**config.mk**
```make
export PLATFORM = sky130hd
export DESIGN_NAME = tmem_bank_scheduler
export DESIGN_NICKNAME = d
export VERILOG_FILES = /design/src/rtl/tmem_bank_scheduler.sv
export SDC_FILE = /design/constraint.sdc
export NUM_CORES = 1
export LEC_CHECK = 0
export CAP_MARGIN = 20
export CELL_PAD_IN_SITES_DETAIL_PLACEMENT = 0
export CELL_PAD_IN_SITES_GLOBAL_PLACEMENT = 1
export CORE_UTILIZATION = 26
export DETAILED_ROUTE_END_ITERATION = 8
export MAX_ROUTING_LAYER = met4
export PLACE_DENSITY = 0.95
export SYNTH_ARGS = -nofsm -noshare
export SYNTH_HDL_FRONTEND = slang
export SYNTH_SLANG_ARGS = --single-unit
```
**constraint.sdc**
```tcl
create_clock -name CLK_I -period 5.9 [get_ports CLK_I]
set_input_delay 1.18 -clock CLK_I [delete_from_list [all_inputs] [get_ports CLK_I]]
set_output_delay 1.18 -clock CLK_I [all_outputs]
set_load 0.05 [all_outputs]
```
**src/rtl/tmem_bank_scheduler.sv**
```systemverilog
// -----------------------------------------------------------------------------
// tmem_bank_scheduler
//
// Read scheduler for one interleaved TMEM bank. NUM_REQ cores share the bank's
// single read port. Ownership rotates round-robin. An owner may issue one read
// per cycle. After MAX_HOLD reads it is preempted if another core is waiting.
// The owner's address is muxed onto the bank port. A per-core ACK pulse follows
// each read by one cycle, to match the RAM's registered read.
//
// Ports:
//   CLK_I       clock, rising edge
//   RST_I       asynchronous active-low reset
//   REQ_I       per-core read request (level)
//   ADR_I       flattened per-core bank-relative read addresses
//   GNT_O       one-hot ownership grant (registered)
//   SEL_O       index of current or last owner (registered)
//   BANK_RD_O   read strobe to bank RAM
//   BANK_ADR_O  read address to bank RAM
//   ACK_O       one-cycle data-valid pulse to the core whose read issued last cycle
//   BUSY_O      high while a core owns the bank
// -----------------------------------------------------------------------------
module tmem_bank_scheduler #(
    parameter int NUM_REQ    = 8,
    parameter int REQ_BITS   = 3,
    parameter int ADDR_WIDTH = 32,
    parameter int MAX_HOLD   = 4
) (
    input  logic                          CLK_I,
    input  logic                          RST_I,
    input  logic [NUM_REQ-1:0]            REQ_I,
    input  logic [NUM_REQ*ADDR_WIDTH-1:0] ADR_I,
    output logic [NUM_REQ-1:0]            GNT_O,
    output logic [REQ_BITS-1:0]           SEL_O,
    output logic                          BANK_RD_O,
    output logic [ADDR_WIDTH-1:0]         BANK_ADR_O,
    output logic [NUM_REQ-1:0]            ACK_O,
    output logic                          BUSY_O
);

    localparam int HOLD_W = $clog2(MAX_HOLD + 1);

    localparam logic [1:0] ST_IDLE    = 2'd0;
    localparam logic [1:0] ST_GRANT   = 2'd1;
    localparam logic [1:0] ST_RELEASE = 2'd2;

    logic [1:0]            state_reg,    state_next;
    logic [NUM_REQ-1:0]    gnt_reg,      gnt_next;
    logic [REQ_BITS-1:0]   sel_reg,      sel_next;
    logic [REQ_BITS-1:0]   last_reg,     last_next;
    logic [HOLD_W-1:0]     hold_cnt_reg, hold_cnt_next;
    logic [NUM_REQ-1:0]    ack_reg,      ack_next;

    logic [ADDR_WIDTH-1:0] adr_arr [NUM_REQ];
    logic                  in_grant;
    logic [NUM_REQ-1:0]    owner_mask;
    logic                  rd_issue;
    logic                  others_req;
    logic                  arb_found;
    logic [REQ_BITS-1:0]   arb_idx;
    logic [REQ_BITS-1:0]   arb_cand;

    // Unpack the flattened address bus into one entry per core.
    generate
        for (genvar gi = 0; gi < NUM_REQ; gi++) begin : g_adr
            assign adr_arr[gi] = ADR_I[gi*ADDR_WIDTH +: ADDR_WIDTH];
        end
    endgenerate

    assign in_grant   = (state_reg == ST_GRANT);
    assign owner_mask = NUM_REQ'(1) << sel_reg;
    assign rd_issue   = in_grant & REQ_I[sel_reg];
    assign others_req = |(REQ_I & ~owner_mask);

    // Round-robin search, starting one past the last owner. The last owner is
    // checked last, so a preempted core has the lowest priority.
    always_comb begin
        arb_found = 1'b0;
        arb_idx   = '0;
        arb_cand  = '0;
        for (int k = 1; k <= NUM_REQ; k++) begin
            arb_cand = REQ_BITS'((int'(last_reg) + k) % NUM_REQ);
            if (!arb_found && REQ_I[arb_cand]) begin
                arb_found = 1'b1;
                arb_idx   = arb_cand;
            end
        end
    end

    always_comb begin
        state_next    = state_reg;
        gnt_next      = gnt_reg;
        sel_next      = sel_reg;
        last_next     = last_reg;
        hold_cnt_next = hold_cnt_reg;
        // The ACK follows the read that issues now. It is tied to the core
        // that issued it, so a change of ownership does not redirect it.
        ack_next      = rd_issue ? owner_mask : '0;

        case (state_reg)
            ST_IDLE, ST_RELEASE: begin
                if (arb_found) begin
                    state_next    = ST_GRANT;
                    gnt_next      = NUM_REQ'(1) << arb_idx;
                    sel_next      = arb_idx;
                    hold_cnt_next = '0;
                end else begin
                    state_next = ST_IDLE;
                    gnt_next   = '0;
                end
            end
            ST_GRANT: begin
                if (rd_issue && (hold_cnt_reg != HOLD_W'(MAX_HOLD)))
                    hold_cnt_next = hold_cnt_reg + 1'b1;
                // Preemption is checked against ">= limit-1" rather than
                // "== limit-1". This way a saturated owner still yields as
                // soon as a competitor appears.
                if (!REQ_I[sel_reg] ||
                    ((hold_cnt_reg >= HOLD_W'(MAX_HOLD - 1)) && others_req)) begin
                    state_next = ST_RELEASE;
                    gnt_next   = '0;
                    last_next  = sel_reg;
                end
            end
            default: begin
                state_next = ST_IDLE;
                gnt_next   = '0;
            end
        endcase
    end

    always_ff @(posedge CLK_I or negedge RST_I) begin
        if (!RST_I) begin
            state_reg    <= ST_IDLE;
            gnt_reg      <= '0;
            sel_reg      <= '0;
            last_reg     <= REQ_BITS'(NUM_REQ - 1);
            hold_cnt_reg <= '0;
            ack_reg      <= '0;
        end else begin
            state_reg    <= state_next;
            gnt_reg      <= gnt_next;
            sel_reg      <= sel_next;
            last_reg     <= last_next;
            hold_cnt_reg <= hold_cnt_next;
            ack_reg      <= ack_next;
        end
    end

    assign GNT_O      = gnt_reg;
    assign SEL_O      = sel_reg;
    assign ACK_O      = ack_reg;
    assign BUSY_O     = in_grant;
    assign BANK_RD_O  = rd_issue;
    assign BANK_ADR_O = in_grant ? adr_arr[sel_reg] : '0;

endmodule

```
* Word-level counts from Yosys, hierarchy flattened
Cells that the tools add are included.
Widths: inputs -> output; s select.
** Word-level totals
- Flip-flop bits (word level) :: 27
- Bits of input ports :: 266
- Output and inout bits :: 53
** Operators by class
- Add/subtract/negate cells :: 9
- Order comparisons :: 11
- Reduce and logical (&&, ||, !) cells :: 25
- Bitwise logic cells :: 4
- Shift operators :: 2
- Multiplexer cells :: 48
- Equality and inequality tests :: 6
** Operators with widths (number)
- $bmux 32 s3 :: 1
- $mux 32 :: 3
- $lt 3x4->1 const B :: 9
- $mux 3 :: 10
- $bmux 1 s3 :: 9
- $mux 8 :: 3
- $mux 1 :: 18
- $pmux 8 s2 :: 1
- $shl 1x3->8 const A :: 2
- $add 3x3->3 const B :: 4
- $add 3x1->3 const B :: 3
- $logic_and 1x1->1 :: 9
- $and 8x8->8 :: 1
- $logic_not 1->1 :: 8
- $not 8->8 :: 1
- $reduce_or 8->1 :: 1
- $add 3x2->3 const B :: 2
- $pmux 3 s2 :: 1
- $ge 4x4->1 const B :: 1
- $ne 2x1->1 const B :: 2
- $not 3->4 :: 1
- $pmux 2 s2 :: 1
- $reduce_and 2->1 :: 2
- $ge 3x2->1 const B :: 1
- other kinds (11) :: 11

* Depth between registers and ports, before layout
Gate-level depths: netlist of run 1.
- Depth after elaboration :: 28
- Gate-level depth with buffers :: 13
- Depth with buffers taken out :: 9

* Worst setup path after synthesis of run 1
No wires, ideal clock.
- Path type :: reg2out
- Start point :: register sel_reg[0] (netlist: SEL_O[0])
- End point :: output port BANK_ADR_O[4]
- Buffers on the path :: 3
- Data arrival time :: 2.753 ns
- Required time :: 4.720 ns
- Slack :: 1.967 ns
- Cell stages (with the launch flop) :: 7
- Path through :: dfrtp_1 -> buf_2 -> buf_2 -> buf_1 -> mux4_2 -> mux2i_1 -> nor2_1
** Between the ends
- Word-level cells in the longest chain between the ends :: 5
** RTL lines
- start: declaration :: RTL line 48 : logic [REQ_BITS-1:0] sel_reg, sel_next;
- start signal: assignment :: RTL line 142 : sel_reg <= sel_next;
- $not 3->4 (implied by the code) :: RTL line 154 : assign BANK_ADR_O = in_grant ? adr_arr[sel_reg] : '0;
- $bmux 32 s3 :: RTL line 154
- $mux 32 (implied by the code) (2 in a row) :: RTL line 154
- $mux 32 :: RTL line 154
- end: declaration :: RTL line 35 : output logic [ADDR_WIDTH-1:0] BANK_ADR_O,
No other way between the ends. The select of a mux whose other input is x is not followed.

* Worst setup path after layout of run 1
- Start point :: input port REQ_I[4]
- End point :: output port BANK_RD_O
** Between the ends
- Word-level cells in the longest chain between the ends :: 3
** RTL lines
- start: declaration :: RTL line 30 : input logic [NUM_REQ-1:0] REQ_I,
- $bmux 1 s3 :: RTL line 71 : assign rd_issue = in_grant & REQ_I[sel_reg];
- $mux 1 (implied by the code) :: RTL line 71
- $and 1x1->1 :: RTL line 71
- end: declaration :: RTL line 34 : output logic BANK_RD_O,
No other way between the ends. The select of a mux whose other input is x is not followed.

==> results_dict.tcl, run 1 <==
set metrics [dict create \
    worstSetupPathType "input port to output pin" \
    tightest_slew_ns 1.06 \
    syn2layout_area_growth_pct 84.0 \
    arrival_ns 3.44 \
    clock.fmax_mhz 216 \
    hp-class "flip-flop to flip-flop" \
    endpoint_kind "output pin" \
    finalHoldViolations 0 \
    vias_per_cell 5.30 \
    skew_ns 0.00209 \
    cts_root_buf "clkbuf_16" \
    numPortBuffers 318 \
    vias 4660 \
    die_w_um 128 \
    netlist_top_cells_area "mux4_2 41%, dfrtp_1 15%, mux2i_1 12%, nor2_1 4.9%, dfstp_2 1.9%" \
    grt_pass1_vias 4834 \
    worstPathMaxFanout 9 \
    die_h_um 128 \
    wirelength_um 20200 \
    synth_cell_type_count 55 \
    ys_ff_latch 27 \
    multi_input_area_mm2 0.00320 \
    drive_above_1_share_pct 16.1 \
    seq_area_um2 688 \
    clkSinkCount 27 \
    seq_power_share_pct 12.8 \
    p_comb_share_pct 83.1 \
    status "finished, final reports clean" \
    layout_commonest_cell "clkdlybuf4s50_1" \
    p_per_area_mw_per_mm2 504 \
    grt_pass1_wl_um 28900 \
    synth_top_area_cell "mux4_2" \
    vdd_drop_max_uv 224 \
    startpoint_type "input port" \
    avgSynthCellArea_um2 11.1 \
    post-route-period-util_pct 78.4 \
    synthFlopType "dfrtp_1" \
    fill_cells 1401 \
    synth_fp_nets 641 \
    place_area_mm2 0.00746 \
    grt_util_all_layers_pct 24.7 \
    p_leak_uw 0.00290 \
    sw_frac_of_total_pct 54.0 \
    period_minus_slack_ns 4.62 \
    netlist.area_leader.share_pct 40.6 \
    final_cell_mix "318 x clkdlybuf4s50_1, 74 x mux4_2, 54 x nor2_1" \
    hold_buffers 0 \
    drt_pre_antenna_iters 7 \
    fp.coreArea_mm2 0.0153 \
    grt_max_degree 52 \
    detail-route-antenna-nets 0 \
    slowest_delay_ns 0.71 \
    die_area_mm2 0.0163 \
    io_pins 319 \
    clkTransAtPathRegs_ns 0.06 \
    fin_tns_setup_ns 0 \
    finalSetupViolations 0 \
    switchingPower_uw 2060 \
    final_cell_area_mm2 0.00755 \
    globalRouteOverflowTotal 0 \
    antenna_found_initial 5 \
    place_congestion 0.936 \
    rsz0062_at_grt "false" \
    clock_latency_ns 0.26 \
    clock_path_buffers 2 \
    synth_edf_count 0 \
    ys_warn_count 0 \
    cts_buffers 3 \
    yosysSeqAreaShare_pct 16.6 \
    start_util_pct 26.8 \
    drc_errors 0 \
    fin_nets 936 \
    drt-wirelength-per-cell_um 23.0 \
    crit_path_cell_trace "clkdlybuf4s50_1 -> mux4_2 -> mux2_2 -> nand2_1 -> inv_1 -> clkdlybuf4s50_1" \
    post_cts_buffers 0 \
    slowest_stage "clkdlybuf4s50_1" \
    crit_required_ns 4.72 \
    cts_resized 0 \
    tritoncts "done" \
    cpMostUsedCell "clkdlybuf4s50_1" \
    maxSlewViolCount 0 \
    drt_iter0_markers 340 \
    internal-power_uw 1750 \
    async_reset_ff_share_pct 100 \
    relSlewSlack_pct 29.5 \
    cap_viol_max_count 0 \
    hpwl_um 17000 \
    syn_area_mm2 0.00410 \
    row_count 45 \
    p_clk_share_pct 4.1 \
    syn_inst 370 \
    htreeDepth 1 \
]
-- metal layers --
| metal | global-route usage (%) | up-vias | routed length [um] |
|---|---|---|---|
| met3 | 8.17 | 18 | 2090 |
| met5 | - | - | 0 |
| li1 | - | 2061 | - |
| met4 | 3.67 | 0 | 235 |
| met2 | 40.6 | 266 | 10100 |
| met1 | 30.2 | 2315 | 7830 |
-- cell type report --
cell class | instances | area share [%]
Antenna cell | 4 | 0.133
Clock buffer | 3 | 0.994
Clock inverter | 1 | 0.0994
Inverter | 17 | 0.878
Multi-Input combinational cell | 292 | 42.4
Sequential cell | 27 | 9.12
Tap cell | 211 | 3.50
Timing Repair Buffer | 324 | 42.9
-- final timing paths --
kind,startpoint,endpoint,slack [ns],depth (start not counted)
worst max-delay path,REQ_I[4],BANK_RD_O,1.28,6
worst min-delay path,GNT_O[5],GNT_O[5],0.51,1
worst max register to register,last_reg[1],GNT_O[5],1.82,9
worst min register to register,GNT_O[5],GNT_O[5],0.51,1
max in group asynchronous,RST_I,last_reg[1],4.31,2
min in group asynchronous,RST_I,ACK_O[0],1.28,2
-- cell usage after synthesis, types with 2 or more instances --
master and count:
mux2i_1 48, nor2_1 54, o22ai_1 3, nand3_1 5
nand2_1 15, clkbuf_1 15, o21ai_0 11, a211o_1 2
nand2b_1 3, mux4_2 74, dfstp_2 3, buf_2 8
a32o_1 4, and2_1 3, xor2_1 2, dfrtp_1 24
inv_1 15, mux2_2 7, a31oi_1 3, and3_1 2
a21oi_1 10, nor3_1 4, ha_1 5, mux2_1 2
buf_1 8, or2_2 2, nor2b_1 3, o32ai_1 6
buf_6 3
-- critical path: cells and delay by family --
kind | cells | cell delay, ns
simple gates | 1 | 0.09
mux | 2 | 0.79
buf+inv | 3 | 1.37
-- power by group through the flow --
| stage | Combinational (uW) | Sequential [uW] | Clock, uW |
|---|---|---|---|
| 3_5_place_dp | 3150 | 491 | 0 |
| 6_report | 3170 | 487 | 157 |
| 2_1_floorplan | 2320 | 371 | 0 |
| 3_3_place_gp | 3120 | 483 | 0 |
| 5_1_grt | 3330 | 506 | 168 |
| 4_1_cts | 3160 | 488 | 157 |
-- per-stage QoR --
stage          total power (uW)  worst slack [ns]  cells  hold slack (ns)  util (%)
2_1_floorplan              2690              1.97    370            0.475         -
3_3_place_gp               3600              1.29    871            0.479      48.7
3_5_place_dp               3640              1.29    871            0.490      48.7
4_1_cts                    3800              1.29    875            0.515      49.2
5_1_grt                    4000              1.17    879            0.528      49.3
6_report                   3810              1.28    879            0.507      49.3
-- logic make-up (layout without fill, tap and decap cells) --
family	Yosys count	in the layout	share of synthesized area [%]
xor+xnor	3	3	0.823
flops	27	27	16.6
mux	131	131	54.8
simple gates	98	98	10.9
buf+inv	51	345	5.52
compound gates	55	55	9.85
fa+ha+maj	5	5	1.52
other cells	0	4	0
Note: power is estimated with default switching activity, not from simulation.
==> run 2: changes to the inputs <==
--- a/config.mk
+++ b/config.mk
@@ -8,10 +8,10 @@
 export CAP_MARGIN = 20
 export CELL_PAD_IN_SITES_DETAIL_PLACEMENT = 0
 export CELL_PAD_IN_SITES_GLOBAL_PLACEMENT = 1
-export CORE_UTILIZATION = 26
+export CORE_UTILIZATION = 22
 export DETAILED_ROUTE_END_ITERATION = 8
 export MAX_ROUTING_LAYER = met4
-export PLACE_DENSITY = 0.95
+export PLACE_DENSITY = 0.91
 export SYNTH_ARGS = -nofsm -noshare
 export SYNTH_HDL_FRONTEND = slang
 export SYNTH_SLANG_ARGS = --single-unit
==> constraint.sdc (replaced) <==
create_clock -name CLK_I -period 4.1 [get_ports CLK_I]
set_input_delay 0.82 -clock CLK_I [delete_from_list [all_inputs] [get_ports CLK_I]]
set_output_delay 0.82 -clock CLK_I [all_outputs]
set_load 0.05 [all_outputs]
==> results_dict.tcl, run 2 (synthesis gave the netlist of run 1 again) <==
set metrics [dict create \
    status "finished, violations left" \
    violations "DRC" \
    htreeDepth 1 \
    clkSinkCount 27 \
    place_area_mm2 0.00756 \
    row_count 49 \
    endpoint_kind "output pin" \
    clkTransAtPathRegs_ns 0.08 \
    fp.coreArea_mm2 0.0181 \
    vias_per_cell 5.01 \
    numPortBuffers 318 \
    finalSetupViolations 0 \
    p_leak_uw 0.00295 \
    finalHoldViolations 0 \
    fin_tns_setup_ns 0 \
    grt_pass1_wl_um 30100 \
    drt-wirelength-per-cell_um 22.4 \
    antenna_found_initial 5 \
    cts_resized 0 \
    slowest_stage "dfrtp_4" \
    drt_pre_antenna_iters 6 \
    crit_required_ns 3.28 \
    cap_viol_max_count 0 \
    syn2layout_area_growth_pct 86.6 \
    clock_latency_ns 0.27 \
    grt_util_all_layers_pct 21.6 \
    rsz0062_at_grt "false" \
    slowest_delay_ns 0.89 \
    crit_path_cell_trace "buf_4 -> mux4_2 -> mux2i_1 -> nor2_1 -> clkdlybuf4s50_1" \
    grt_max_degree 40 \
    drive_above_1_share_pct 17.4 \
    post_cts_buffers 0 \
    drc_errors 10 \
    worstSetupPathType "flip-flop to output pin" \
    die_h_um 139 \
    final_cell_mix "317 x clkdlybuf4s50_1, 74 x mux4_2, 54 x nor2_1" \
    period_minus_slack_ns 3.82 \
    relSlewSlack_pct 44.7 \
    globalRouteOverflowTotal 0 \
    cts_root_buf "clkbuf_16" \
    tightest_slew_ns 0.827 \
    arrival_ns 3.00 \
    worstPathMaxFanout 36 \
    maxSlewViolCount 0 \
    wirelength_um 20300 \
    startpoint_type "flip-flop" \
    detail-route-antenna-nets 0 \
    layout_commonest_cell "clkdlybuf4s50_1" \
    p_per_area_mw_per_mm2 712 \
    io_pins 319 \
    die_w_um 139 \
    fin_nets 945 \
    r2r_slack_ns 0.80 \
    clock_path_buffers 2 \
    skew_ns 0.00909 \
    tritoncts "done" \
    hold_buffers 0 \
    clock.fmax_mhz 262 \
    drt_iter0_markers 279 \
    vdd_drop_max_uv 327 \
    final_cell_area_mm2 0.00766 \
    hpwl_um 17200 \
    grt_pass1_vias 4791 \
    place_congestion 0.922 \
    post-route-period-util_pct 93.2 \
    start_util_pct 22.6 \
    vias 4552 \
    hp-class "flip-flop to flip-flop" \
    die_area_mm2 0.0192 \
    cts_buffers 3 \
]
## run 2: cell types whose count changed in the layout (fill, tap and decap cells not counted)
cell	change
buf_4	+9
diode_2	+2
buf_12	+1
clkdlybuf4s50_1	-1
clkinvlp_4	-1
inv_6	+1
## run 2: final cells by class
type                    instances  area, um2
diodes                          6       15.0
clock buffers                   3       75.1
clock inverters                 1       8.76
fillers                      1766      10500
inverters                      17       66.3
multi-input cells             292       3200
flip-flops and latches         27        688
well taps                     229        287
repair buffers                333       3320
## run 2: layer usage
layer | up-vias | part of all wire [%] | global-route usage (%)
met2 | 197 | 50 | 35.8
met5 | - | 0 | -
met1 | 2268 | 40 | 26.2
li1 | 2081 | - | -
met3 | 6 | 9.8 | 7.22
met4 | 0 | 0.62 | 2.13
## run 2: final timing paths
path,start,endpoint,cells past startpoint
max,SEL_O[0],BANK_ADR_O[2],5
min,GNT_O[4],GNT_O[4],1
max reg2reg,last_reg[1],GNT_O[5],9
min reg2reg,GNT_O[4],GNT_O[4],1
max in group asynchronous,RST_I,hold_cnt_reg[2],2
min in group asynchronous,RST_I,ACK_O[0],1
## run 2: critical path, delay by kind of cell, from the launching register on
| family | cells | cell delay (ns) |
|---|---|---|
| buffers and inverters | 2 | 1.09 |
| flip-flops | 1 | 0.89 |
| multiplexers | 2 | 0.68 |
| AND/OR/NAND/NOR | 1 | 0.05 |
## run 2: through the flow
step                hold WS (ns)  setup slack (ns)  cells  util, %  power, uW
floorplan                  0.475             0.527    370        -       3870
CTS                        0.500             0.225    902     42.1       5480
detailed placement         0.484             0.458    898     41.6       5230
global route               0.524            0.0965    907     42.2       5790
global placement           0.480             0.472    898     41.6       5190
finish                     0.494             0.278    908     42.2       5450
## run 2: report_power, final
| group | leakage (uW) | internal [uW] | switching [uW] |
|---|---|---|---|
| clock | 0.0000415 | 135 | 101 |
| combinational | 0.00256 | 2080 | 2510 |
| sequential | 0.000348 | 359 | 269 |
